## src/rtl/idct_row_pkg.sv

```systemverilog
// Shared types and constants for the 8-point row IDCT: the port record,
// the row length, the fixed-point shift and the cosine coefficient table.
package idct_row_pkg;

    localparam int ROW_LEN      = 8;
    localparam int COEF_SHIFT   = 11;
    localparam int DCT_IN_WIDTH = 14;

    typedef struct packed {
        logic signed [DCT_IN_WIDTH-1:0] data;
        logic                           valid;
    } dctPort_t;

    // W[n][k] = round(2048 * C(k)/2 * cos((2n+1)k*pi/16)); row n is one output sample
    localparam int W [ROW_LEN][ROW_LEN] = '{
        '{724,  1004,  946,   851,  724,   569,  392,   200},
        '{724,   851,  392,  -200, -724, -1004, -946,  -569},
        '{724,   569, -392, -1004, -724,   200,  946,   851},
        '{724,   200, -946,  -569,  724,   851, -392, -1004},
        '{724,  -200, -946,   569,  724,  -851, -392,  1004},
        '{724,  -569, -392,  1004, -724,  -200,  946,  -851},
        '{724,  -851,  392,   200, -724,  1004, -946,   569},
        '{724, -1004,  946,  -851,  724,  -569,  392,  -200}
    };

endpackage

```

## src/rtl/idct_row_mac8.sv

```systemverilog
// Eight parallel multiply-accumulators, one per output sample, with the
// round-half-up shift and saturation applied to the final running sum.
module idct_mac8
    import idct_row_pkg::*;
#(
    parameter int IN_WIDTH   = 14,
    parameter int OUT_WIDTH  = 10,
    parameter int COEF_WIDTH = 12
) (
    input  logic                        clk,
    input  logic                        en_i,
    input  logic                        first_i,
    input  logic [2:0]                  k_i,
    input  logic signed [IN_WIDTH-1:0]  x_i,
    output logic signed [OUT_WIDTH-1:0] result_o [ROW_LEN]
);

    localparam int ACC_W = IN_WIDTH + COEF_WIDTH + 3;
    localparam logic signed [ACC_W-1:0] ROUND_C = ACC_W'(1 << (COEF_SHIFT - 1));
    localparam logic signed [ACC_W-1:0] SAT_MAX = ACC_W'((1 << (OUT_WIDTH - 1)) - 1);
    localparam logic signed [ACC_W-1:0] SAT_MIN = ACC_W'(-(1 << (OUT_WIDTH - 1)));

    logic signed [ACC_W-1:0]      acc_q   [ROW_LEN];
    logic signed [ACC_W-1:0]      acc_d   [ROW_LEN];
    logic signed [ACC_W-1:0]      rounded [ROW_LEN];
    logic signed [COEF_WIDTH-1:0] coef    [ROW_LEN];
    logic signed [ACC_W-1:0]      xExt;

    assign xExt = ACC_W'(x_i);

    // result_o reflects the sum including this cycle's term, so the top can
    // capture it on the same edge the last term is accumulated
    always_comb begin
        for (int n = 0; n < ROW_LEN; n++) begin
            coef[n]    = COEF_WIDTH'(W[n][k_i]);
            acc_d[n]   = (first_i ? ACC_W'(0) : acc_q[n]) + xExt * ACC_W'(coef[n]);
            rounded[n] = (acc_d[n] + ROUND_C) >>> COEF_SHIFT;
            if (rounded[n] > SAT_MAX) begin
                result_o[n] = OUT_WIDTH'(SAT_MAX);
            end else if (rounded[n] < SAT_MIN) begin
                result_o[n] = OUT_WIDTH'(SAT_MIN);
            end else begin
                result_o[n] = OUT_WIDTH'(rounded[n]);
            end
        end
    end

    always_ff @(posedge clk) begin
        if (en_i) begin
            acc_q <= acc_d;
        end
    end

endmodule

```

## src/rtl/idct_row.sv

```systemverilog
// Row IDCT pipeline: capture eight coefficients, run eight MAC cycles on the
// previous row, then stream eight samples out; all three stages overlap.
module idct_row
    import idct_row_pkg::*;
#(
    parameter int IN_WIDTH   = 14,
    parameter int OUT_WIDTH  = 10,
    parameter int COEF_WIDTH = 12
) (
    input  logic                        clk,
    input  logic                        rst,
    input  logic signed [IN_WIDTH-1:0]  in_data,
    input  logic                        in_valid,
    output logic signed [OUT_WIDTH-1:0] out_data,
    output logic                        out_valid,
    output logic                        out_last
);

    logic [2:0] capCnt_q, capCnt_d;
    logic       compBusy_q, compBusy_d;
    logic [2:0] compK_q, compK_d;
    logic       outBusy_q, outBusy_d;
    logic [2:0] outCnt_q, outCnt_d;
    logic       rowDone, lastStep;

    logic signed [IN_WIDTH-1:0]  capBuf_q  [ROW_LEN];
    logic signed [IN_WIDTH-1:0]  compBuf_q [ROW_LEN];
    logic signed [OUT_WIDTH-1:0] outBuf_q  [ROW_LEN];
    logic signed [OUT_WIDTH-1:0] macResult [ROW_LEN];

    always_comb begin
        capCnt_d   = capCnt_q;
        rowDone    = 1'b0;
        compBusy_d = compBusy_q;
        compK_d    = compK_q;
        lastStep   = compBusy_q && (compK_q == 3'd7);
        outBusy_d  = outBusy_q;
        outCnt_d   = outCnt_q;

        if (in_valid) begin
            capCnt_d = capCnt_q + 3'd1;
            rowDone  = (capCnt_q == 3'd7);
        end

        if (compBusy_q) begin
            compK_d = compK_q + 3'd1;
            if (lastStep) begin
                compBusy_d = 1'b0;
            end
        end
        // A new row can only finish on the very edge the previous compute ends
        if (rowDone) begin
            compBusy_d = 1'b1;
            compK_d    = 3'd0;
        end

        if (outBusy_q) begin
            outCnt_d = outCnt_q + 3'd1;
            if (outCnt_q == 3'd7) begin
                outBusy_d = 1'b0;
            end
        end
        if (lastStep) begin
            outBusy_d = 1'b1;
            outCnt_d  = 3'd0;
        end
    end

    always_ff @(posedge clk) begin
        if (rst) begin
            capCnt_q   <= 3'd0;
            compBusy_q <= 1'b0;
            compK_q    <= 3'd0;
            outBusy_q  <= 1'b0;
            outCnt_q   <= 3'd0;
        end else begin
            capCnt_q   <= capCnt_d;
            compBusy_q <= compBusy_d;
            compK_q    <= compK_d;
            outBusy_q  <= outBusy_d;
            outCnt_q   <= outCnt_d;
        end
    end

    // X[7] goes straight from in_data into the compute buffer
    always_ff @(posedge clk) begin
        if (in_valid) begin
            capBuf_q[capCnt_q] <= in_data;
        end
        if (rowDone) begin
            for (int i = 0; i < ROW_LEN - 1; i++) begin
                compBuf_q[i] <= capBuf_q[i];
            end
            compBuf_q[ROW_LEN-1] <= in_data;
        end
        if (lastStep) begin
            outBuf_q <= macResult;
        end
    end

    idct_mac8 #(
        .IN_WIDTH  (IN_WIDTH),
        .OUT_WIDTH (OUT_WIDTH),
        .COEF_WIDTH(COEF_WIDTH)
    ) u_mac8 (
        .clk     (clk),
        .en_i    (compBusy_q),
        .first_i (compK_q == 3'd0),
        .k_i     (compK_q),
        .x_i     (compBuf_q[compK_q]),
        .result_o(macResult)
    );

    assign out_valid = outBusy_q && !rst;
    assign out_last  = out_valid && (outCnt_q == 3'd7);
    assign out_data  = out_valid ? outBuf_q[outCnt_q] : '0;

endmodule

```

## config.mk

```make
export PLATFORM = sky130hd
export DESIGN_NAME = idct_row
export DESIGN_NICKNAME = d
export VERILOG_FILES = /design/src/rtl/idct_row_pkg.sv /design/src/rtl/idct_row_mac8.sv /design/src/rtl/idct_row.sv
export SDC_FILE = /design/constraint.sdc
export NUM_CORES = 2
export LEC_CHECK = 0
export CAP_MARGIN = 10
export CORE_MARGIN = 3
export CORE_UTILIZATION = 30
export DETAILED_ROUTE_END_ITERATION = 12
export GPL_TIMING_DRIVEN = 0
export PLACE_DENSITY = 0.45
export SLEW_MARGIN = 40
export SYNTH_ARGS = -nofsm -noshare
export SYNTH_HDL_FRONTEND = slang
export SYNTH_SLANG_ARGS = --single-unit
export TNS_END_PERCENT = 10
```

## constraint.sdc

```tcl
create_clock -name clk -period 24.5 [get_ports clk]
set_input_delay 4.9 -clock clk [delete_from_list [all_inputs] [get_ports clk]]
set_output_delay 4.9 -clock clk [all_outputs]
set_load 0.02 [all_outputs]
```

# Yosys cells after proc, flatten, opt, wreduce, memory -nomap -nowiden
# Memory sizes are Yosys's and may differ from the RTL's. A register that Yosys moved wholly into a read port is not among the register bits.
# Cells that the tools add are included.
# word_totals
mem_bits_ro	2048
ram_bits	224
word_cells	137
regBits	323
memories	10
# memory_table
name	depth	word_bits	read_ports	rd_ports_with_merged_regs	write_ports	line_no	rtl
(name not given)	8	32	1	0	0	idct_row_mac8.sv:35	coef[n] = COEF_WIDTH'(W[n][k_i]);
(name not given)	8	32	1	0	0	idct_row_mac8.sv:35	
(name not given)	8	32	1	0	0	idct_row_mac8.sv:35	
(name not given)	8	32	1	0	0	idct_row_mac8.sv:35	
(name not given)	8	32	1	0	0	idct_row_mac8.sv:35	
(name not given)	8	32	1	0	0	idct_row_mac8.sv:35	
+4 memories	n/a	n/a	n/a	n/a	n/a	n/a	
# op_classes
n_mul	8
magnitude_cmp	18
mux	49
n_addsub	19
n_bitwise	2
n_reduce_logical	7
eq_ne	3
# ops
operator	n
29-bit by 12-bit adder with 29-bit output (second input constant)	8
29-bit adder	8
29-bit two-way mux	8
14-bit by 12-bit multiplier with 26-bit output	8
12-bit two-way mux	16
18-bit by 10-bit greater-than comparator with 1-bit output (second input constant)	8
18-bit by 10-bit < comparator with 1-bit output (second input constant)	8
10-bit two-way mux	11
10-bit binary-select mux with 3-bit select	1
1-bit two-way mux	11
3-bit by 1-bit adder with 3-bit output (second input constant)	3
3-bit == test (second input constant)	3
4-bit >= comparator (second input constant)	2
3-bit NOT with 4-bit output	2
3-bit two-way mux	2
2-bit OR reduction	2
1-bit logical AND	3
3-bit zero test	1
1-bit zero test	1

# Depth between registers and ports, before layout
# depth
word_depth	9
ltp_mapped	48
ltp_nobuf	44

# By module
# From an unflattened synthesis, not the netlist that was laid out.
# unflattened
hier_cells	8126
hier_area_um2	83436.3
# modules_own_cells
mod	n_inst	seq_area_each_um2	area_each_um2	cells_each
idct_mac8	1	6966.7	72482.0	7635
idct_row	1	8988.6	10954.3	491

# Worst setup path before layout
# Ideal clock, no wire load.
# synth_path
path_type	register to register
start	register compK_q[0]
end	register outBuf_q[10] (netlist bit), data pin
path_stages_with_launch	43
path_slack_ps	13965
setup_time_ps	271
n_path_buf	6
t_arrival_ps	10264
cell_sequence	dfxtp_1 > clkbuf_1 > clkinv_1 > clkbuf_1 > ha_1 > nand2_1 > clkbuf_1 > clkbuf_1 > buf_1 > clkbuf_1 > nand2_1 > fa_1 > inv_1 > ha_1 > fa_1 > inv_1 > fa_1 > fa_1 > [... 7 more ...] > o211ai_1 > o41a_1 > a31o_2 > or4_1 > nand2_1 > xnor2_1 > ha_1 > and4_1 > nand3_1 > a2111oi_2 > nor2_1 > xnor2_1 > nand4_1 > or4_1 > a21oi_1 > a21oi_1 > o31ai_4 > o21ai_1
# synth_rtl
element	line_no	rtl
start: declaration	idct_row.sv:21	logic [2:0] compK_q, compK_d;
start signal: assignment	idct_row.sv:79	compK_q <= compK_d;
end signal: assignment	idct_row.sv:97	outBuf_q <= macResult;
end: declaration	idct_row.sv:28	logic signed [OUT_WIDTH-1:0] outBuf_q [ROW_LEN];

==> out/results.txt <==
Critical Path AT = 14.92 ns
Tot Pwr = 2.32 mW
Metal2 WL = 150000 µm
Crit path largest cell delay = 0.80 ns
Area Overhead vs Synth = 11.8%
Worst setup path class = flop to flop
DRC errors left = 0
Post-synthesis sequential area ratio = 19.1%
GRT overflow = 0
Top post-synthesis cells by area = fa_1 30%, edfxtp_1 19%, ha_1 10%
Max Fclk = 0.0688 GHz
First-pass GRT wire length = 489000 µm
HPWL after detailed placement = 285000 µm
Synth warnings = 0
Resized cells post-CTS = 0
Primary FF master, synth = edfxtp_1
ANT nets after route = 0
Initial antenna violation count = 42
Max-slew violations = 0
Routability cong. = 1.02
Die area = 0.284 mm²
Routed wire length per instance = 26.7 µm
Crit start category = flop
Largest fanout on the critical path = 16
Final min period = 14.54 ns
Synthesized flop and latch total = 536
Static leakage = 41.9 nW
Largest net degree at the start of global routing = 40
Clk sink count = 536
Hold_buf cts = 0
Clk root buf = clkbuf_16
Number of synthesized flops with an enable pin = 522
Final net count = 11.0k
Syn Area/Cell = 9.38 µm²
1st-iter DRT viols = 5832
TNS Setup = 0 ns
M1 WL = 147000 µm
Pwr/cell area = 24.9 mW/mm²
Dpl cells = 12.7k
Final setup vio count = 0
Crit-path slowest cell = o21ai_2
Max Cap Violations = 0
Tightest Pin Transition = 0.978 ns
Vias in the first global route = 66.1k
Most common cell in the netlist = inv_1
Critical Path RT = 24.88 ns
Post-synth top cells = 1758 x inv_1, 1246 x fa_1, 907 x nand2_1, 723 x nor2_1, 681 x ha_1
Worst setup EP type = flop
Worst min-delay path category = flop to flop
Fin cells = 12.9k
Synth top area share = 29.9%
Worst-case vdd ir drop = 43.7 µV
# Post-CTS Setup Buffers = 0
Height of the die = 533 µm
Dominant cell type by area after synthesis = fa_1
Hold path depth = 0
I/O Buffers = 27
RSZ-0062 raised after global routing = no
Normalized max-slew margin = 34.6%
Clk Latency, worst-skew pair = 0.78 ns
Via Count = 65.3k
IO Pins = 29
H-tree depth = 3
CTS clk-pin slew, worst paths = 0.06 ns
Fraction of layout cells with a size suffix above 1 = 6.88%
Hold Violations, Final = 0
Vias per std cell = 5.07
Site Rows = 192
CTS tree = done
GRT Util Overall = 24.1%
CP dominant cell by count = clkbuf_1
Register-to-Register Path Depth = 42
Clock buffer depth = 3
Yosys cell types = 128
Mapped Cells = 8890
Status = finished clean
Period Utilization, post-route = 59.3%
Mapped Area = 0.0834 mm²
Pre-antenna DRT Iters = 6
Chip width = 533 µm
CTS buffer count = 76
Final WL = 345000 µm
Clock skew = 0.0791 ns
Ys async rst share = 0%
Mapped Nets = 10.8k
CORE AREA = 0.275 mm²
Initial Utilization = 30.3%
Met3 WL = 26100 µm
Setup slack, reg-to-reg = 9.96 ns
Top sig layer = met5
==> per-stage QoR <==
step           setup slack [ns]  util (%)  cell area [µm²]  hold slack (ns)
5_1_grt                    9.43      33.9            93100            0.419
3_5_place_dp              10.45      32.9            90500            0.405
6_report                   9.96      33.9            93200            0.411
4_1_cts                   10.31      33.8            93000            0.407
3_3_place_gp               6.37      32.1            88200            0.401
2_1_floorplan             13.96         -            83400            0.400
==> layout by cell type (no fill, tap or decap), types with 150 or more instances in the layout <==
master / instances
o21ai_0: 150
nor2b_1: 250
ha_1: 680
nor2_1: 699
fa_1: 1246
edfxtp_1: 522
inv_1: 1754
clkbuf_1: 168
a21oi_1: 328
xnor2_1: 329
nand2_1: 895
==> routing by layer <==
layer,track usage (%),up-vias
met2,36.5,2370
met4,12.0,8
met3,5.56,577
met1,32.1,33317
met5,0,-
li1,-,29069
==> state kept, by name, indices dropped and copies added (netlist names), named ones only <==
signal / flops
u_mac8.acc_q: 232
compBuf_q: 112
capBuf_q: 98
outBuf_q: 80
capCnt_q: 3
compK_q: 3
outCnt_q: 3
compBusy_q: 1
outBusy_q: 1
==> cells by family (layout without fill, tap and decap cells) <==
| family | Yosys count | count (layout) | share of synthesized area, % |
|---|---|---|---|
| AND/OR/NAND/NOR | 2555 | 2555 | 14.3 |
| buffers and inverters | 2075 | 2318 | 9.37 |
| adder cells (fa/ha/maj) | 1927 | 1927 | 40.1 |
| AO/OA/AOI/OAI | 1224 | 1224 | 9.89 |
| flip-flops | 536 | 536 | 19.1 |
| XOR/XNOR | 458 | 458 | 4.98 |
| multiplexers | 115 | 115 | 2.14 |
| other | 0 | 64 | 0 |
==> worst max-delay path, delay by kind of cell (launching register included) <==
| kind | cells | cell delay (ns) |
|---|---|---|
| and+or+nand+nor | 8 | 2.31 |
| buffers and inverters | 10 | 3.38 |
| adders and majority gates | 8 | 3.43 |
| AOI/OAI and AO/OA | 14 | 3.93 |
| DFF | 1 | 0.41 |
| xor gates and xnor gates | 2 | 0.65 |
==> worst paths after layout <==
kind / start / to
max: compK_q[0] / outBuf_q[53]
max reg2reg: compK_q[0] / outBuf_q[53]
min reg2reg: capBuf_q[3][11] / compBuf_q[3][11]
min: capBuf_q[3][11] / compBuf_q[3][11]
==> final cells by class <==
| type | instances | area, µm² |
|---|---|---|
| Antenna cell | 64 | 160 |
| Buffer | 306 | 1360 |
| Clock buffer | 88 | 1960 |
| Clock inverter | 47 | 518 |
| Fill cell | 28476 | 182000 |
| Inverter | 1769 | 6640 |
| Multi-Input combinational cell | 6279 | 60100 |
| Sequential cell | 536 | 16000 |
| Tap cell | 3686 | 4610 |
| Timing Repair Buffer | 108 | 1910 |
==> power breakdown <==
group	switching, mW	internal (mW)
registers	0.00155	1.01
logic	0.121	0.0613
clock network	0.493	0.634
No activity file was read; power rests on OpenSTA's default activity.
==> variant: new RTL, same settings <==
Add an input register stage for `in_data` and `in_valid`, without a reset; this delays them by one clock.
--- a/src/rtl/idct_row.sv
+++ b/src/rtl/idct_row.sv
@@ -15,6 +15,14 @@
     output logic                        out_valid,
     output logic                        out_last
 );
+
+    logic signed [IN_WIDTH-1:0] in_data_q;
+    logic in_valid_q;
+
+    always_ff @(posedge clk) begin
+        in_data_q  <= in_data;
+        in_valid_q <= in_valid;
+    end
 
     logic [2:0] capCnt_q, capCnt_d;
     logic       compBusy_q, compBusy_d;
@@ -37,7 +45,7 @@
         outBusy_d  = outBusy_q;
         outCnt_d   = outCnt_q;
 
-        if (in_valid) begin
+        if (in_valid_q) begin
             capCnt_d = capCnt_q + 3'd1;
             rowDone  = (capCnt_q == 3'd7);
         end
@@ -84,14 +92,14 @@
 
     // X[7] goes straight from in_data into the compute buffer
     always_ff @(posedge clk) begin
-        if (in_valid) begin
-            capBuf_q[capCnt_q] <= in_data;
+        if (in_valid_q) begin
+            capBuf_q[capCnt_q] <= in_data_q;
         end
         if (rowDone) begin
             for (int i = 0; i < ROW_LEN - 1; i++) begin
                 compBuf_q[i] <= capBuf_q[i];
             end
-            compBuf_q[ROW_LEN-1] <= in_data;
+            compBuf_q[ROW_LEN-1] <= in_data_q;
         end
         if (lastStep) begin
             outBuf_q <= macResult;
Behaviour: no difference found for any inputs over 4 cycles, from zero or initial values and one cycle with rst high; that may be too few to reach the edited logic, so the function may still have changed.
==> variant against the unedited design <==
- sequential cell count grew 15
- critical endpoint unchanged
- wire length grew 2.8%
- setup slack gained 0.54 ns
- combinational power grew 21%
- synthesized area grew 1.3%
- first-iteration DRC count shrank 0.89%
- power grew 3.8%
- design area grew 1.7%
- global-route usage grew 0.49 points
- core utilization is essentially flat
==> variant: results (changes against the unedited design) <==
Parameter                              Value

Yosys
  Top cell types by occurrence after synthesis ... sky130_fd_sc_hd__inv_1, sky130_fd_sc_hd__fa_1, sky130_fd_sc_hd__nand2_1 (unchanged)
  Net count after synthesis ... 10950 (was 10830)
  Multiplexer share of the synthesized area ... 2.115% (was 2.139%)
  Area fraction in compound gates after synthesis ... 10.70% (was 9.893%)
  Sequential element share of the synthesized area ... 19.25% (was 19.14%)

Detailed routing
  Wire length on met2 ... 155900 um (was 150500 um)

Outcome
  Result of the run ... finished, final reports clean (unchanged)

Finish
  Fraction of area in multi-input gates ... 64.49% (was 64.47%)
  Final-layout fill cell count ... 29020 (was 28480)
  Share of cells above drive strength 1 ... 7.139% (was 6.876%)
  Fraction of area in registers ... 17.15% (was 17.13%)
  Clock buffers ... 82 (was 88)
  Inserted Diodes ... 52 (was 64)
  Final standard cell utilization of the core ... 33.90% (was 33.88%)

Hold path
  Hold Path End ... compBuf_q[4][4]$_DFFE_PP_ (was compBuf_q[3][11]$_DFFE_PP_)

Clocking
  Total CTS buffers ... 72 (was 76)
  Worst-skew pair later-pin latency ... 0.76 ns (was 0.78 ns)

Critical path
  Cell with the biggest individual delay on the critical path ... sky130_fd_sc_hd__clkbuf_1 (was sky130_fd_sc_hd__o21ai_2)
  Crit Reg-Reg Startpoint ... compK_q[1]$_SDFFE_PP0P_ (was compK_q[0]$_SDFFE_PP0P_)

Timing
  Hold Slack ... 0.4001 ns (was 0.4108 ns)

Place
  Weighted congestion at the end of routability-driven global placement ... 1.033 (was 1.024)
  DP HPWL ... 297300 um (was 285400 um)
  Number of buffers inserted by port buffering ... 28 (was 27)

GRT
  Global-route wire length before repair ... 501400 um (was 489100 um)
  Maximum number of pins on one net before global-route repair ... 44 (was 40)
  Global routing met2 resource utilization ... 37.83% (was 36.50%)
  Overall track demand over capacity in global routing ... 24.54% (was 24.05%)

Floorplan
  Floorplan core area ... 279600 um^2 (was 275100 um^2)
-- variant: worst register-to-register path: cells and delay by family (launching register included) --
family	cells	cell delay [ns]
AO/OA/AOI/OAI	11	3.38
AND/OR/NAND/NOR	9	2.00
buffers and inverters	12	3.48
adder cells (fa/ha/maj)	8	3.69
flip-flops	1	0.54
XOR/XNOR	2	0.46
-- variant: power by group --
part / leakage, uW / switching [uW] / internal [uW]
combinational: 0.0367 / 143 / 77.4
sequential: 0.00494 / 4.37 / 1030
clock: 0.00120 / 489 / 658
-- variant: kinds of logic (layout without fill, tap and decap cells) --
group                      after synthesis  in the layout
muxes                                  116            116
xor gates and xnor gates               425            425
other                                    0             52
buffers and inverters                 2046           2302
and+or+nand+nor                       2629           2629
DFF                                    551            551
AOI/OAI and AO/OA                     1311           1311
adders and majority gates             1925           1925
